**src/rtl/voice_scheduler_pkg.sv**
```systemverilog
// Shared types and sizes for the voice scheduler.
// Holds widths, voice count and the controller state enum.
package voice_sched_pkg;

  localparam int NUM_VOICES = 3;
  localparam int NOTE_W     = 6;
  localparam int DUR_W      = 6;
  localparam int META_W     = 3;
  localparam int VIDX_W     = $clog2(NUM_VOICES);

  typedef enum logic [1:0] {
    S_WAIT = 2'd0,
    S_HOLD = 2'd1,
    S_ACK  = 2'd2
  } state_e;

  // Chord notes do not hold the song reader.
  function automatic logic is_chord(
    input logic [META_W-1:0] meta
  );
    return meta[0];
  endfunction

endpackage

```
**src/rtl/voice_scheduler_voice_counter.sv**
```systemverilog
// One voice: pitch register, remaining-beat counter, active flag.
// Ports: clk, reset(async low), play_i, beat_i, load_i, note_i, dur_i -> active_o, count_o, note_o.
module voice_counter
  import voice_sched_pkg::*;
(
  input  logic              clk,
  input  logic              reset,
  input  logic              play_i,
  input  logic              beat_i,
  input  logic              load_i,
  input  logic [NOTE_W-1:0] note_i,
  input  logic [DUR_W-1:0]  dur_i,
  output logic              active_o,
  output logic [DUR_W-1:0]  count_o,
  output logic [NOTE_W-1:0] note_o
);

  logic [DUR_W-1:0]  cnt_q, cnt_d;
  logic [NOTE_W-1:0] note_q, note_d;
  logic              act_q, act_d;

  // A load in the same cycle as a beat wins.
  always_comb begin
    cnt_d  = cnt_q;
    note_d = note_q;
    if (load_i) begin
      cnt_d  = dur_i;
      note_d = note_i;
    end else if (play_i && beat_i &&
                 cnt_q != '0) begin
      cnt_d = cnt_q - 1'b1;
    end
    act_d = (cnt_d != '0);
  end

  always_ff @(posedge clk or negedge reset) begin
    if (!reset) begin
      cnt_q  <= '0;
      note_q <= '0;
      act_q  <= 1'b0;
    end else begin
      cnt_q  <= cnt_d;
      note_q <= note_d;
      act_q  <= act_d;
    end
  end

  assign active_o = act_q;
  assign count_o  = cnt_q;
  assign note_o   = note_q;

endmodule

```
**src/rtl/voice_scheduler.sv**
```systemverilog
// Note scheduler: allocates incoming notes to voices and gates the song reader.
// Ports: clk, reset(async low), play, beat, new_note, note, duration, metadata ->
//   note_done, voice_load, voiceN_note, voice_active, steal, drop.
// Option: VOICE_STEAL_EN defined -> steal the voice with least remaining time when full.
module voice_scheduler
  import voice_sched_pkg::*;
(
  input  logic                  clk,
  input  logic                  reset,
  input  logic                  play,
  input  logic                  beat,
  input  logic                  new_note,
  input  logic [NOTE_W-1:0]     note,
  input  logic [DUR_W-1:0]      duration,
  input  logic [META_W-1:0]     metadata,
  output logic                  note_done,
  output logic [NUM_VOICES-1:0] voice_load,
  output logic [NOTE_W-1:0]     voice0_note,
  output logic [NOTE_W-1:0]     voice1_note,
  output logic [NOTE_W-1:0]     voice2_note,
  output logic [NUM_VOICES-1:0] voice_active,
  output logic                  steal,
  output logic                  drop
);

  logic [NUM_VOICES-1:0]             act;
  logic [NUM_VOICES-1:0]             load_d;
  logic [NUM_VOICES-1:0]             load_q;
  logic [NUM_VOICES-1:0][DUR_W-1:0]  cnt;
  logic [NUM_VOICES-1:0][NOTE_W-1:0] vnote;

  state_e            state_q;
  logic [DUR_W-1:0]  gate_q;
  logic              steal_d, steal_q;
  logic              drop_d, drop_q;
  logic              accept, want;
  logic              free_ok;
  logic [VIDX_W-1:0] free_idx;
  logic              unused_meta;

  assign unused_meta = ^metadata[META_W-1:1];

  for (genvar i = 0; i < NUM_VOICES; i++) begin : g_voice
    voice_counter u_voice (
      .clk      (clk),
      .reset    (reset),
      .play_i   (play),
      .beat_i   (beat),
      .load_i   (load_d[i]),
      .note_i   (note),
      .dur_i    (duration),
      .active_o (act[i]),
      .count_o  (cnt[i]),
      .note_o   (vnote[i])
    );
  end

  assign accept = play && new_note &&
                  (state_q == S_WAIT);
  assign want   = accept &&
                  (note != '0) &&
                  (duration != '0);

  // Lowest-index idle voice.
  always_comb begin
    free_ok  = 1'b0;
    free_idx = '0;
    for (int i = NUM_VOICES-1; i >= 0; i--) begin
      if (!act[i]) begin
        free_ok  = 1'b1;
        free_idx = VIDX_W'(i);
      end
    end
  end

`ifdef VOICE_STEAL_EN
  logic [VIDX_W-1:0] vic;

  // Least remaining count; strict compare keeps lowest index on ties.
  always_comb begin
    vic = '0;
    for (int i = 1; i < NUM_VOICES; i++) begin
      if (cnt[i] < cnt[vic])
        vic = VIDX_W'(i);
    end
  end
`else
  logic unused_cnt;

  assign unused_cnt = ^cnt;
`endif

  always_comb begin
    load_d  = '0;
    steal_d = 1'b0;
    drop_d  = 1'b0;
    if (want) begin
      if (free_ok) begin
        load_d[free_idx] = 1'b1;
      end else begin
`ifdef VOICE_STEAL_EN
        load_d[vic] = 1'b1;
        steal_d     = 1'b1;
`else
        drop_d = 1'b1;
`endif
      end
    end
  end

  always_ff @(posedge clk or negedge reset) begin
    if (!reset) begin
      state_q <= S_WAIT;
      gate_q  <= '0;
      load_q  <= '0;
      steal_q <= 1'b0;
      drop_q  <= 1'b0;
    end else begin
      load_q  <= load_d;
      steal_q <= steal_d;
      drop_q  <= drop_d;
      if (play) begin
        unique case (state_q)
          S_WAIT: begin
            if (new_note) begin
              if (is_chord(metadata) ||
                  duration == '0) begin
                state_q <= S_ACK;
              end else begin
                state_q <= S_HOLD;
                gate_q  <= duration;
              end
            end
          end
          S_HOLD: begin
            if (beat && gate_q != '0) begin
              gate_q <= gate_q - 1'b1;
              if (gate_q == DUR_W'(1))
                state_q <= S_ACK;
            end
          end
          S_ACK: begin
            state_q <= S_WAIT;
          end
          default: begin
            state_q <= S_WAIT;
          end
        endcase
      end
    end
  end

  // While paused the ACK cycle is held and its pulse withheld.
  assign note_done    = (state_q == S_ACK) && play;
  assign voice_load   = load_q;
  assign voice0_note  = vnote[0];
  assign voice1_note  = vnote[1];
  assign voice2_note  = vnote[2];
  assign voice_active = act;
  assign steal        = steal_q;
  assign drop         = drop_q;

endmodule

```
**config.mk**
```make
export PLATFORM = sky130hd
export DESIGN_NAME = voice_scheduler
export DESIGN_NICKNAME = d
export VERILOG_FILES = /design/src/rtl/voice_scheduler_pkg.sv /design/src/rtl/voice_scheduler_voice_counter.sv /design/src/rtl/voice_scheduler.sv
export SDC_FILE = /design/constraint.sdc
export NUM_CORES = 1
export LEC_CHECK = 0
export ABC_AREA = 0
export CAP_MARGIN = 40
export CORE_ASPECT_RATIO = 2
export CORE_MARGIN = 2
export CORE_UTILIZATION = 65
export DETAILED_ROUTE_END_ITERATION = 10
export DONT_BUFFER_PORTS = 1
export MAX_ROUTING_LAYER = met4
export PLACE_DENSITY = 0.93
export SYNTH_ARGS = -nofsm -noshare
export SYNTH_HDL_FRONTEND = slang
export SYNTH_SLANG_ARGS = --single-unit
export TNS_END_PERCENT = 50
```
**constraint.sdc**
```tcl
create_clock -name clk -period 6.1 [get_ports clk]
set_clock_uncertainty 0.05 [all_clocks]
set_input_delay 1.22 -clock clk [delete_from_list [all_inputs] [get_ports clk]]
set_output_delay 1.22 -clock clk [all_outputs]
set_load 0.05 [all_outputs]
```
==> impl_metrics.env, run 1 <==
export IMPL_status="finished, final reports clean"
export IMPL_first_global_vias=2146
export IMPL_p_per_area_nw_per_um2=429
export IMPL_p_leak_uw=0.00134
export IMPL_io_pins=47
export IMPL_hold_path_class="flip-flop to flip-flop"
export IMPL_max_freq_ghz=0.269
export IMPL_setup_viol=0
export IMPL_grt_max_degree=52
export IMPL_grtUsageTotal=0.286
export IMPL_path_buf_inv=0
export IMPL_syn_area_per_cell_um2=9.07
export IMPL_gp_congestion=0.913
export IMPL_finalMaxSlewViolations=0
export IMPL_crit_fanout=15
export IMPL_whs_ps=495
export IMPL_fin_area_um2=2780
export IMPL_initial_core_util=0.666
export IMPL_dr_pass1_iters=4
export IMPL_min_period_over_period=0.609
export IMPL_pre_cts_ws_ps=2070
export IMPL_antenna_found_initial=0
export IMPL_critical_path_top_delay_family="simple AND/OR/NAND/NOR gates"
export IMPL_postCtsSetupBuffers=0
export IMPL_fin_util=0.686
export IMPL_max_slew_margin=0.615
export IMPL_routed_wl_mm=6.14
export IMPL_cts_sinks=51
export IMPL_dieArea_um2=4710
export IMPL_most_common_layout_cells="66 x nand2_1, 51 x dfrtp_1, 21 x a21oi_1, 18 x inv_1, 15 x nor2_1"
export IMPL_syn_to_final_growth_pct=3.11
export IMPL_fillers=324
export IMPL_cts_root_buf="clkbuf_8"
export IMPL_dpl_hpwl_mm=4.60
export IMPL_finalHoldViolCount=0
export IMPL_cp_start_kind="primary input"
export IMPL_setup_slack_ps=2390
export IMPL_synth_edff_count=0
export IMPL_h_tree_depth=2
export IMPL_drive_above_1_share=0.0651
export IMPL_cts_made_buffers=5
export IMPL_drt_wirelength_per_cell_um=17.8
export IMPL_layout_nets=319
export IMPL_tightestPinTransition_ps=572
export IMPL_drtIter0Drc=70
export IMPL_grt_overflow=0
export IMPL_cts_resized=0
export IMPL_synth_cell_types=48
export IMPL_peakVddDrop_uv=304
export IMPL_finalCriticalPeriod_ps=3710
export IMPL_rsz0062_at_grt="false"
export IMPL_clk_latency_ps=320
export IMPL_clk_pin_slew_ps=90
export IMPL_slowest_delay_ps=550
export IMPL_ys_seq_elements=51
export IMPL_crit_path_end_kind="flip-flop"
export IMPL_via_per_inst=6.24
export IMPL_crit_required_ps=6230
export IMPL_worstPathArrival_ps=3850
export IMPL_synth_cells=297
export IMPL_ys_seq_area_frac=0.474
export IMPL_die_w_um=49.5
export IMPL_die_y_um=95.0
export IMPL_cts_hold_buf=0
export IMPL_synth_flop_cell="dfrtp_1"
export IMPL_ant_nets=0
export IMPL_cp_slowest_cell="or3_1"
export IMPL_synth_area_um2=2690
export IMPL_placed_cell_area_um2=2680
export IMPL_diodes=0
export IMPL_maxCapViolations=0
export IMPL_yosys_warnings=0
export IMPL_io_buffer_count=0
export IMPL_ys_async_sr_fraction=1.00
export IMPL_clockBufferDepth=2
export IMPL_synth_nets=325
export IMPL_grt_pass1_wl_mm=9.76
export IMPL_final_common_cell="nand2_1"
export IMPL_crit_path_cell_trace="or4_1 > o31ai_2 > or3_1 > mux2_1 > or3_1 > or4_1"
export IMPL_cts_tree="built"
export IMPL_crit_type="primary input to flip-flop"
export IMPL_setup_tns_ps=0
export IMPL_drcViolationCount=0
export IMPL_vias=2145
export IMPL_coreArea_um2=4050
export IMPL_row_count=33
## per-layer routing
| metal | track usage | up-vias | share of wire |
|---|---|---|---|
| met3 | 0.0690 | 32 | 0.076 |
| li1 | - | 995 | - |
| met1 | 0.261 | 1019 | 0.33 |
| met2 | 0.508 | 99 | 0.53 |
| met4 | 0.201 | 0 | 0.062 |
| met5 | - | - | 0 |
## synth_stat cells (all sizes together) (2+ instances only)
library cell | n | share of area
a211oi | 2 | 0.0056
a21oi | 21 | 0.039
a31oi | 2 | 0.0046
and2 | 2 | 0.0046
buf | 10 | 0.025
clkbuf | 4 | 0.0060
dfrtp | 51 | 0.47
ha | 8 | 0.037
inv | 18 | 0.025
mux2 | 7 | 0.031
mux2i | 11 | 0.041
nand2 | 66 | 0.092
nand2b | 3 | 0.0070
nand3 | 6 | 0.011
nor2 | 15 | 0.021
nor3 | 12 | 0.022
nor3b | 2 | 0.0056
nor4 | 6 | 0.016
o21ai | 13 | 0.024
o31ai | 2 | 0.0074
or3 | 7 | 0.016
or4 | 6 | 0.017
xnor2 | 5 | 0.016
## registers in the layout (all words and copies together), names as in the netlist
name                      flops
voice_load                    3
state_q                       2
g_voice.u_voice.note_o       18
gate_q                        6
drop                          1
g_voice.u_voice.count_o      18
g_voice.u_voice.active_o      3
## area by class of cell
class	instances	area, um^2	area share
timing repair buffer	1	5.00	0.00180
sequential	51	1280	0.459
multi-input combinational	213	1260	0.455
inverter	19	71.3	0.0257
clock buffer	5	68.8	0.0248
tap	52	65.1	0.0234
clock inverter	3	27.5	0.00991
## worst min-delay path, stage by stage, from the launching register on
cell     delay, ps
dfrtp_1        370
o21ai_0         80
o21ai_0         70
## path summary, 6_finish.rpt
check	from	to	slack, ps	cells after the start
max	note[1]	g_voice[0].u_voice.active_o	2390	6
min	gate_q[5]	gate_q[5]	490	2
max reg2reg	state_q[0]	g_voice[1].u_voice.active_o	3000	6
min reg2reg	gate_q[5]	gate_q[5]	490	2
max in group asynchronous	reset	g_voice[1].u_voice.count_o[4]	5340	0
min in group asynchronous	reset	state_q[0]	540	0
## power breakdown
part	switching, uW	leakage (uW)	internal [uW]	total, uW
sequential	171	0.000636	436	607
combinational	205	0.000661	174	379
clock	123	0.0000463	84.4	207
## stage by stage
step                      total power (uW)  cells
final                                 1190    344
after global routing                  1270    344
after CTS                             1190    344
after detailed placement               986    336
after global placement                 956    335
after floorplan                        903    297
## cells by family (layout without fill, tap and decap cells)
logic type,count (synthesis),in the layout,share of synthesized area
other,1,1,0.00139
adders and majority gates,8,8,0.0372
DFF,51,51,0.474
and+or+nand+nor,135,135,0.243
muxes,18,18,0.0715
xor gates and xnor gates,5,5,0.0163
AOI/OAI and AO/OA,46,46,0.0994
buffers and inverters,33,28,0.0571
No activity file was read; power rests on OpenSTA's default activity.
==> run 2, diff against run 1 <==
- CORE_UTILIZATION: 65 -> 63
- PLACE_DENSITY: 0.93 -> 0.91
- clock period: 6.1 -> 3.61 ns (I/O delays scaled with it)
==> impl_metrics.env, run 2 (synthesis gave the netlist of run 1 again) <==
export IMPL_timing_critical_path_to="g_voice[1].u_voice.active_o"
export IMPL_setup_slack_ps=612
export IMPL_grt_max_degree=52
export IMPL_via_per_inst=6.16
export IMPL_fillers=311
export IMPL_final_common_cell="nand2_1"
export IMPL_p_leak_uw=0.00135
export IMPL_total_power_uw=2010
export IMPL_dieArea_um2=4850
export IMPL_pre_cts_ws_ps=302
export IMPL_layout_nets=321
export IMPL_h_tree_depth=2
export IMPL_cp_slowest_cell="or4_1"
export IMPL_die_y_um=96.5
export IMPL_crit_required_ps=3740
export IMPL_diodes=0
export IMPL_worst_r2r_cell_count=6
export IMPL_r2r_slack_ps=640
export IMPL_peakVddDrop_uv=470
export IMPL_crit_fanout=8
export IMPL_most_common_layout_cells="66 x nand2_1, 51 x dfrtp_1, 21 x a21oi_1, 18 x inv_1, 15 x nor2_1"
export IMPL_row_count=33
export IMPL_syn_to_final_growth_pct=3.44
export IMPL_crit_path_cell_trace="or4_1 > o31ai_2 > or4_1 > mux2_4 > or3_1 > or4_1"
export IMPL_fin_area_um2=2790
export IMPL_die_w_um=50.2
export IMPL_cts_root_buf="clkbuf_8"
export IMPL_worstPathArrival_ps=3130
export IMPL_hold_path_class="primary input to async pin"
export IMPL_clk_pin_slew_ps=100
export IMPL_grtUsageTotal=0.296
export IMPL_vias=2131
export IMPL_ant_nets=0
export IMPL_maxCapViolations=0
export IMPL_setup_viol=0
export IMPL_grt_overflow=0
export IMPL_path_common_cell="or4_1"
export IMPL_clk_latency_ps=310
export IMPL_tightestPinTransition_ps=872
export IMPL_drcViolationCount=0
export IMPL_max_freq_ghz=0.334
export IMPL_clockBufferDepth=2
export IMPL_drive_above_1_share=0.0714
export IMPL_cts_made_buffers=5
export IMPL_cp_num_cells=6
export IMPL_finalHoldViolCount=0
export IMPL_first_global_vias=2123
export IMPL_routed_wl_mm=6.38
export IMPL_slowest_delay_ps=530
export IMPL_critical_path_top_delay_family="simple AND/OR/NAND/NOR gates"
export IMPL_cts_hold_buf=0
export IMPL_placed_cell_area_um2=2700
export IMPL_whs_ps=42.6
export IMPL_io_pins=47
export IMPL_path_buf_inv=0
export IMPL_regToRegStartpoint="state_q[0]"
export IMPL_drt_wirelength_per_cell_um=18.4
export IMPL_io_buffer_count=0
export IMPL_crit_path_end_kind="flip-flop"
export IMPL_grt_pass1_wl_mm=10.2
export IMPL_crit_type="primary input to flip-flop"
export IMPL_cts_resized=0
export IMPL_gp_congestion=0.903
export IMPL_finalMaxSlewViolations=0
export IMPL_dr_pass1_iters=4
export IMPL_initial_core_util=0.659
export IMPL_setup_tns_ps=0
export IMPL_coreArea_um2=4090
export IMPL_max_slew_margin=0.414
export IMPL_cts_tree="built"
export IMPL_postCtsSetupBuffers=0
export IMPL_worst_r2r_endpoint="g_voice[1].u_voice.active_o"
export IMPL_finalCriticalPeriod_ps=3000
export IMPL_cts_sinks=51
export IMPL_antenna_found_initial=0
export IMPL_startpoint="note[1]"
export IMPL_status="finished, final reports clean"
export IMPL_p_per_area_nw_per_um2=723
export IMPL_min_period_over_period=0.831
export IMPL_rsz0062_at_grt="false"
export IMPL_cp_start_kind="primary input"
export IMPL_drtIter0Drc=91
export IMPL_dpl_hpwl_mm=4.78
## run 2: stage by stage
stage | utilization | cells
after CTS | 0.682 | 346
after floorplan | - | 297
final | 0.682 | 346
after global placement | 0.660 | 338
after detailed placement | 0.660 | 338
after global routing | 0.682 | 346
## run 2: where the power goes
part           switching, uW  internal (uW)
sequential               295            737
combinational            357            297
clock                    192            137
## run 2: area by class of cell
| type | instances | area (um^2) | area share |
|---|---|---|---|
| clock buffers | 5 | 68.8 | 0.0247 |
| clock inverters | 3 | 18.8 | 0.00674 |
| inverters | 19 | 71.3 | 0.0256 |
| multi-input cells | 213 | 1260 | 0.454 |
| flip-flops and latches | 51 | 1280 | 0.458 |
| well taps | 52 | 65.1 | 0.0233 |
| repair buffers | 3 | 22.5 | 0.00808 |
## run 2: per-layer routing
metal,track usage,vias to the layer above,part of all wire
met3,0.0538,19,0.060
met4,0.137,0,0.036
met1,0.295,1033,0.34
met5,-,-,0
li1,-,1000,-
met2,0.545,79,0.56
## run 2: worst min path at each step
stage | endpoint | startpoint | cells past startpoint | slack, ps
2_1_floorplan | drop | reset | 0 | 380
3_3_place_gp | state_q[1] | reset | 0 | 380
3_5_place_dp | state_q[0] | reset | 0 | 380
4_1_cts | state_q[1] | reset | 0 | 40
5_1_grt | state_q[1] | reset | 0 | 30
6_report | g_voice[0].u_voice.count_o[5] | reset | 0 | 40
==> run 3, diff against run 2 <==
- CORE_UTILIZATION: 63 -> 57
- PLACE_DENSITY: 0.91 -> 0.87
- clock period: 3.61 -> 2.6 ns (I/O delays scaled with it)
==> impl_metrics.env, run 3 (synthesis gave the netlist of run 1 again) <==
export IMPL_setup_slack_ps=-49.8
export IMPL_cts_root_buf="clkbuf_8"
export IMPL_worstPathArrival_ps=2780
export IMPL_final_common_cell="nand2_1"
export IMPL_grtUsageTotal=0.294
export IMPL_min_period_over_period=1.02
export IMPL_cp_start_kind="flip-flop"
export IMPL_crit_fanout=3
export IMPL_max_freq_ghz=0.377
export IMPL_clk_latency_ps=310
export IMPL_hold_path_class="primary input to async pin"
export IMPL_status="complete, but fails checks"
export IMPL_pre_cts_ws_ps=-212
export IMPL_cts_tree="built"
export IMPL_row_count=35
export IMPL_placed_cells=364
export IMPL_io_buffer_count=0
export IMPL_via_per_inst=5.92
export IMPL_routed_wl_mm=6.67
export IMPL_vias=2232
export IMPL_dpl_hpwl_mm=4.86
export IMPL_antenna_found_initial=0
export IMPL_grt_overflow=0
export IMPL_max_slew_margin=0.671
export IMPL_tightestPinTransition_ps=490
export IMPL_ant_nets=0
export IMPL_crit_path_end_kind="flip-flop"
export IMPL_p_per_area_nw_per_um2=969
export IMPL_die_w_um=52.6
export IMPL_rsz0062_at_grt="true"
export IMPL_cts_sinks=51
export IMPL_coreArea_um2=4600
export IMPL_finalMaxSlewViolations=0
export IMPL_syn_to_final_growth_pct=14.5
export IMPL_clk_pin_slew_ps=100
export IMPL_gp_congestion=0.925
export IMPL_grt_pass1_wl_mm=11.2
export IMPL_setup_tns_ps=-49.8
export IMPL_total_power_uw=2990
export IMPL_crit_required_ps=2730
export IMPL_dr_pass1_iters=4
export IMPL_first_global_vias=2485
export IMPL_peakVddDrop_uv=767
export IMPL_dieArea_um2=5330
export IMPL_drtIter0Drc=57
export IMPL_setup_viol=1
export IMPL_h_tree_depth=2
export IMPL_clockBufferDepth=2
export IMPL_violations="negative setup slack"
export IMPL_diodes=0
export IMPL_crit_type="flip-flop to flip-flop"
export IMPL_initial_core_util=0.586
export IMPL_grt_max_degree=52
export IMPL_drive_above_1_share=0.183
export IMPL_stdcell_count=377
export IMPL_maxCapViolations=0
export IMPL_io_pins=47
export IMPL_fin_util=0.671
export IMPL_finalHoldViolCount=0
export IMPL_cts_made_buffers=5
export IMPL_p_leak_uw=0.00151
export IMPL_drt_wirelength_per_cell_um=17.7
export IMPL_die_y_um=101
export IMPL_drcViolationCount=0
export IMPL_layout_nets=349
export IMPL_most_common_layout_cells="66 x nand2_1, 51 x dfrtp_1, 27 x buf_4, 21 x a21oi_1, 16 x inv_1"
export IMPL_finalCriticalPeriod_ps=2650
[run 3: timing repair]
action,CTS,global route
buffers inserted,3,1
resized for setup,8,5
pin swaps,3,2
endpoints found under the setup margin,3,3
hold buffers,1,0
endpoints found under the hold margin,51,0
[run 3: worst max-delay path: stages, from the launching register on]
cell	delay, ps
dfrtp_1	400
and4bb_2	360
o31ai_4	100
or4_4	530
mux2_4	330
or3_1	350
or4_1	420
[run 3: cell type report]
class / instances / area (um^2)
clock inverters: 3 / 27.5
flip-flops and latches: 51 / 1280
fillers: 339 / 1510
well taps: 55 / 68.8
repair buffers: 31 / 268
multi-input cells: 213 / 1300
inverters: 19 / 71.3
clock buffers: 5 / 68.8
[run 3: path summary, 6_finish.rpt]
| path | from | slack [ps] | cells past startpoint | endpoint |
|---|---|---|---|---|
| worst max-delay path | state_q[0] | -50 | 6 | g_voice[1].u_voice.active_o |
| worst min-delay path | reset | 6 | 1 | state_q[0] |
| worst max register to register | state_q[0] | -50 | 6 | g_voice[1].u_voice.active_o |
| worst min register to register | gate_q[5] | 510 | 2 | gate_q[5] |
| max in group asynchronous | reset | 2280 | 1 | g_voice[1].u_voice.count_o[2] |
| min in group clk | play | 250 | 1 | state_q[1] |
[run 3: power breakdown]
part	switching [uW]	internal, uW	total (uW)
Clock	283	198	481
Combinational	587	524	1110
Sequential	373	1020	1400
[run 3: per-stage QoR]
stage          cell area [um^2]  hold WS (ps)
2_1_floorplan              2730           174
3_3_place_gp               2890           175
3_5_place_dp               2890           176
4_1_cts                    3070          7.32
5_1_grt                    3080          19.6
6_report                   3080          6.21
[run 3: layer usage]
layer / part of all wire / up-vias / track usage
li1: - / 1061 / -
met1: 0.33 / 1037 / 0.275
met2: 0.54 / 100 / 0.514
met3: 0.063 / 34 / 0.0546
met4: 0.066 / 0 / 0.197
met5: 0 / - / -
